File: src/rtl/nrisc_mem_pkg.sv
// Shared types and sizing helpers for the shared data memory and its arbiter.
// Latency: none, declarations only.
// Backpressure: not applicable.
package nrisc_mem_pkg;

   // Sequencer states: zero-fill after reset, then normal load/store service
   typedef enum logic {
      INIT  = 1'b0,
      SERVE = 1'b1
   } mem_state_t;

   // Default geometry of the data memory
   localparam int LMEM_DEFAULT = 8;
   localparam int DEPTH        = 2 ** LMEM_DEFAULT;

   // Number of words addressed by an lmem-bit address
   function automatic int mem_depth(input int lmem);
      return 2 ** lmem;
   endfunction

   // Width of a core index / round-robin pointer; a single core still needs one bit
   function automatic int ptr_width(input int n);
      return (n < 2) ? 1 : $clog2(n);
   endfunction

endpackage

File: src/rtl/shared_data_mem_rr_arbiter.sv
// Round-robin arbiter: picks the first requester at or after the rotating pointer.
// Latency: grant is combinational in the request cycle; pointer moves at the edge.
// Backpressure: requesters not granted simply stay pending; no internal queueing.
module rr_arbiter
   import nrisc_mem_pkg::*;
#(
   parameter int N = 2
)(
   input  logic                    clk,
   input  logic                    rst,
   input  logic [N-1:0]            req,
   output logic [N-1:0]            grant,
   output logic [ptr_width(N)-1:0] grant_idx,
   output logic                    grant_vld
);

   localparam int PW = ptr_width(N);

   logic [PW-1:0] ptr;
   logic [N-1:0]  rot;
   int            sum;

   // Rotate requests so that bit 0 is the core the pointer currently favours
   assign rot = N'({req, req} >> ptr);

   // First set bit of the rotated vector, mapped back to a real core index
   always_comb begin
      grant_vld = 1'b0;
      grant_idx = '0;
      sum       = 0;
      for (int i = 0; i < N; i++) begin
         if (!grant_vld && rot[i]) begin
            grant_vld = 1'b1;
            sum       = int'(ptr) + i;
            if (sum >= N) begin
               sum = sum - N;
            end
            grant_idx = PW'(sum);
         end
      end
   end

   assign grant = grant_vld ? (N'(1) << grant_idx) : '0;

   // Pointer advances past the winner so it has lowest priority next time
   always_ff @(posedge clk) begin
      if (!rst) begin
         ptr <= '0;
      end else if (grant_vld) begin
         if (int'(grant_idx) == N - 1) begin
            ptr <= '0;
         end else begin
            ptr <= grant_idx + 1'b1;
         end
      end
   end

endmodule

File: src/rtl/shared_data_mem.sv
// Shared single-port data memory serving Ncores load/store ports, one access per cycle.
// Latency: request at t, registered ack and load data at t+1 when uncontended.
// Backpressure: requests are level and held until the one-cycle ack; no acks until zero-fill completes.
module shared_data_mem
   import nrisc_mem_pkg::*;
#(
   parameter int Ncores = 2,
   parameter int Lmem   = 8,
   parameter int TAM    = 16
)(
   input  logic                   clk,
   input  logic                   rst,
   input  logic [Ncores*TAM-1:0]  dataIN,
   input  logic [Ncores*Lmem-1:0] dataADDR,
   input  logic [Ncores-1:0]      dataLoad,
   input  logic [Ncores-1:0]      dataWrite,
   output logic [Ncores*TAM-1:0]  dataOUT,
   output logic [Ncores-1:0]      dataAck,
   output logic                   memReady
);

   localparam int MEM_DEPTH = mem_depth(Lmem);
   localparam int PW        = ptr_width(Ncores);

   mem_state_t      state;
   mem_state_t      state_nx;
   logic [Lmem-1:0] fill_cnt;
   logic [Lmem-1:0] fill_nx;

   logic [TAM-1:0]  mem [MEM_DEPTH];

   logic [Ncores-1:0] req;
   logic [Ncores-1:0] grant;
   logic [PW-1:0]     grant_idx;
   logic              grant_vld;

   logic [Lmem-1:0] acc_addr;
   logic [TAM-1:0]  acc_wdata;
   logic            acc_store;
   logic            acc_load;

   logic            mem_we;
   logic [Lmem-1:0] mem_addr;
   logic [TAM-1:0]  mem_wdata;
   logic [TAM-1:0]  rd_data;

   // A core that is being acked this cycle is masked so a still-high request
   // is not granted twice; nothing is eligible until the fill has finished.
   assign req = (dataLoad | dataWrite) & ~dataAck & {Ncores{state == SERVE}};

   rr_arbiter #(
      .N (Ncores)
   ) u_arb (
      .clk       (clk),
      .rst       (rst),
      .req       (req),
      .grant     (grant),
      .grant_idx (grant_idx),
      .grant_vld (grant_vld)
   );

   // Select the granted core's operands
   always_comb begin
      acc_addr  = '0;
      acc_wdata = '0;
      for (int k = 0; k < Ncores; k++) begin
         if (grant_vld && int'(grant_idx) == k) begin
            acc_addr  = dataADDR[k*Lmem +: Lmem];
            acc_wdata = dataIN[k*TAM +: TAM];
         end
      end
   end

   // Store wins when a core raises both load and store
   assign acc_store = |(dataWrite & grant);
   assign acc_load  = |(dataLoad & ~dataWrite & grant);

   // Next-state and memory-port control: fill sweep in INIT, granted access in SERVE
   always_comb begin
      state_nx  = state;
      fill_nx   = fill_cnt;
      mem_we    = 1'b0;
      mem_addr  = acc_addr;
      mem_wdata = acc_wdata;
      case (state)
         INIT: begin
            mem_we    = 1'b1;
            mem_addr  = fill_cnt;
            mem_wdata = '0;
            fill_nx   = fill_cnt + 1'b1;
            if (fill_cnt == {Lmem{1'b1}}) begin
               state_nx = SERVE;
            end
         end
         SERVE: begin
            mem_we = acc_store;
         end
         default: begin
            state_nx = INIT;
         end
      endcase
   end

   // Sequencer state and fill counter; reset always restarts the fill from address 0
   always_ff @(posedge clk) begin
      if (!rst) begin
         state    <= INIT;
         fill_cnt <= '0;
      end else begin
         state    <= state_nx;
         fill_cnt <= fill_nx;
      end
   end

   // Single write port of the storage array
   always_ff @(posedge clk) begin
      if (rst && mem_we) begin
         mem[mem_addr] <= mem_wdata;
      end
   end

   assign rd_data = mem[acc_addr];

   // Registered ack and per-core load data; stores leave dataOUT untouched
   always_ff @(posedge clk) begin
      if (!rst) begin
         dataAck <= '0;
         dataOUT <= '0;
      end else begin
         dataAck <= grant;
         for (int k = 0; k < Ncores; k++) begin
            if (acc_load && grant[k]) begin
               dataOUT[k*TAM +: TAM] <= rd_data;
            end
         end
      end
   end

   assign memReady = (state == SERVE);

endmodule

File: config.mk
export PLATFORM = sky130hd
export DESIGN_NAME = shared_data_mem
export DESIGN_NICKNAME = d
export VERILOG_FILES = /design/src/rtl/nrisc_mem_pkg.sv /design/src/rtl/shared_data_mem_rr_arbiter.sv /design/src/rtl/shared_data_mem.sv
export SDC_FILE = /design/constraint.sdc
export NUM_CORES = 2
export LEC_CHECK = 0
export CORE_MARGIN = 3
export CORE_UTILIZATION = 33
export DETAILED_ROUTE_END_ITERATION = 16
export PLACE_DENSITY_LB_ADDON = 0.2
export REMOVE_ABC_BUFFERS = 1
export SYNTH_ARGS = -nofsm -noshare
export SYNTH_HDL_FRONTEND = slang
export SYNTH_SLANG_ARGS = --single-unit
File: constraint.sdc
create_clock -name clk -period 13.9 [get_ports clk]
set_input_delay 2.085 -clock clk [delete_from_list [all_inputs] [get_ports clk]]
set_output_delay 2.085 -clock clk [all_outputs]
set_load 0.01 [all_outputs]
==> metrics.md <==
| Metric | Value |
|---|---|
| Area delta synth->final | `15.1%` |
| Violated checks | `capacitance limit, slew limit` |
| Simple-Gate Fraction of Synth Area | `7.23%` |
| Setup Fix Bufs, Post-CTS | `0` |
| Sw frac | `20.1%` |
| Static Leak | `59.0 nW` |
| Root Driver | `clkbuf_16` |
| Multiplexer area fraction after synthesis | `4.06%` |
| Clock skew | `0.0641 ns` |
| CP required | `14.80 ns` |
| Compound-Gate Fraction of Synth Area | `10.3%` |
| Register area share after synthesis | `76.3%` |
| Post-DP HPWL | `327000 µm` |
| Drt wl/cell | `32.6 µm` |
| GP Congestion | `0.848` |
| Min-delay worst type | `register to register` |
| Largest family of logic cells by synthesized area | `compound AO/OA/AOI/OAI gates` |
| Port Buffers | `88` |
| Reg clk slew, reported paths | `0.06 ns` |
| Post-Syn Area per Cell | `16.0 µm²` |
| Nets@finish | `10380` |
| Max Cap Viol | `2` |
| Cts bufs inserted | `440` |
| Peak VDD IR | `0.107 mV` |
| Clk pwr share | `45.9%` |
| Final setup violation count | `0` |
| Setup slack, reg-to-reg | `7.00 ns` |
| # DRC | `0` |
| Initial DRC count | `12709` |
| Crit path DAT | `9.10 ns` |
| Worst hold slack | `0.505 ns` |
| Reg2Reg Depth | `14` |
| Number of synthesized register bits | `4140` |
| Die Height | `707 µm` |
| Post-synth top area cell | `edfxtp_1` |
| WL final | `559000 µm` |
| Adder-cell share of the synthesized area | `0.00771%` |
| TritonCTS clock tree | `done` |
| Ys flop type | `edfxtp_1` |
| Status | `complete, but fails checks` |
| Relative slew slack | `-4.09%` |
| CP max FO | `146` |
| Power Density | `135 nW/µm²` |
| I/O pin count | `89` |
| Initial antenna violation count | `34` |
| GRT Resource Usage Total | `21.6%` |
| Min cycle time layout | `8.20 ns` |
| P_sw | `5.05 mW` |
| Critical Path Sink Type | `register` |
| Cts hold-fix bufs | `0` |
| Antenna Nets Post-Route | `0` |
| Commonest cells in the netlist | `edfxtp_1 (4096), nand2_1 (966), a211oi_1 (832), and3_1 (684), clkbuf_1 (579)` |
| Clock Sinks | `4140` |
| Max Clock Freq | `122 MHz` |
| Vias in the first global route | `94643` |
| Post-DR vias/cell | `5.78` |
| Largest net degree at the start of global routing | `207` |
| First-pass GRT wire length | `773000 µm` |
| Htree depth | `5` |
| Crit Path Category | `primary input to register` |
| Core Box Area | `488000 µm²` |
| Unrepaired setup endpoints after global routing | `false` |
| Synth Instances | `10128` |
| Startpoint types | `primary input` |
| DRT Pass-1 Iters | `6` |
| EDFF count, synth | `4096` |
| Die area | `501000 µm²` |
| Area share of the largest cell type after synthesis | `75.7%` |
| Clock buffer depth | `4` |
| Hold Fails Final Rpt | `0` |
| Cell with the most instances after synthesis | `edfxtp_1` |
| Hold Path Depth | `1` |
| Final Core Density | `38.3%` |
| Vias | `99146` |
| Cell area after synthesis | `162000 µm²` |
| Crit share post-route | `59.0%` |
| Netlist cell types | `66` |
| Internal | `20.1 mW` |
| CTS resizes | `0` |
| Post-synth ARST share | `0%` |
| Rows | `256` |
| Starting Density | `33.3%` |
| Synth area leaders | `edfxtp_1 (76%), a211oi_1 (3.8%), mux4_2 (3.7%)` |
| Slew @ Worst Pin | `1.55 ns` |
| Layout cell share with drive strength beyond 1 | `14.2%` |
| Setup TNS Final | `0 ns` |
| Die width | `707 µm` |
| Max-slew violation count | `4` |
| Flop pwr share | `53.7%` |
| Total grt overflow | `0` |
| Yosys warns | `0` |
| Combinational group share of total power | `0.4%` |
| Worst skew pair latency | `1.01 ns` |
| Post-Synth XOR/XNOR Area | `0.0162%` |
## path summary, 6_finish.rpt
kind | from | end
worst max-delay path | dataWrite[0] | dataOUT[19]
worst min-delay path | dataOUT[6] | dataOUT[6]
worst max register to register | dataAck[0] | dataOUT[19]
worst min register to register | dataOUT[6] | dataOUT[6]
## flip-flops by register name (all words and copies together) (netlist names)
register and flops:
memReady 1, dataOUT 32, dataAck 2, u_arb.ptr 1
mem 4096, fill_cnt 8
## through the flow
step	setup WS, ns	cells	instance area (µm²)	power, mW
5_1_grt	5.63	17135	187000	25.9
2_1_floorplan	-74.24	9320	159000	13.8
6_report	5.70	17146	187000	25.2
3_3_place_gp	4.97	16328	173000	13.9
3_5_place_dp	4.98	16333	173000	13.9
4_1_cts	6.08	17134	187000	25.4
## per-layer routing
| metal | wire (µm) | vias up | track usage (%) | part of all wire, % |
|---|---|---|---|---|
| li1 | - | 41218 | - | - |
| met1 | 240000 | 52488 | 31.2 | 43 |
| met3 | 48300 | 774 | 3.98 | 8.6 |
| met4 | 19800 | 14 | 6.88 | 3.5 |
| met2 | 251000 | 4652 | 33.1 | 45 |
| met5 | 84 | - | 0 | 0.015 |
## cell type report
type / instances / area [µm²]
fill: 45068 / 301000
sequential: 4140 / 124000
multi-input combinational: 5174 / 36000
clock buffer: 550 / 11500
tap: 6450 / 8070
timing repair buffer: 563 / 4750
clock inverter: 251 / 2580
antenna: 12 / 30.0
inverter: 6 / 22.5
## power groups by stage
stage          sequential [mW]  clock [mW]  combinational [mW]
6_report                  13.5        11.6               0.104
5_1_grt                   13.5        12.2               0.104
4_1_cts                   13.5        11.8               0.100
3_5_place_dp              13.8           0              0.0999
3_3_place_gp              13.8           0              0.0997
2_1_floorplan             13.8           0              0.0285
## critical path: stages
cell and delay, ns:
clkdlybuf4s50_1 0.52, o21ba_1 0.29, a211oi_4 0.23, buf_4 0.60
nand2_4 0.44, nand2_4 0.46, buf_12 0.51, buf_4 0.74
buf_4 0.71, a211oi_1 0.16, or4b_2 0.71, a21oi_1 0.71
a2111oi_2 0.19, a21oi_1 0.20, a221o_1 0.15
## placed cells by master (no fill, tap or decap), types with 250 or more instances in the layout
cell       count
mux4_2       264
a211oi_1     830
and3_1       684
buf_4        450
nand2_1      956
edfxtp_1    4096
a31oi_1      250
clkbuf_16    443
a21oi_1      556
nand3_1      250
## cell families (layout without fill, tap and decap cells)
family | count (synthesis) | in the layout
flip-flops | 4140 | 4140
AO/OA/AOI/OAI | 2447 | 2447
multiplexers | 328 | 328
XOR/XNOR | 3 | 3
buffers and inverters | 814 | 1370
adder cells (fa/ha/maj) | 1 | 1
other | 0 | 12
AND/OR/NAND/NOR | 2395 | 2395
No activity file was read; power rests on OpenSTA's default activity.
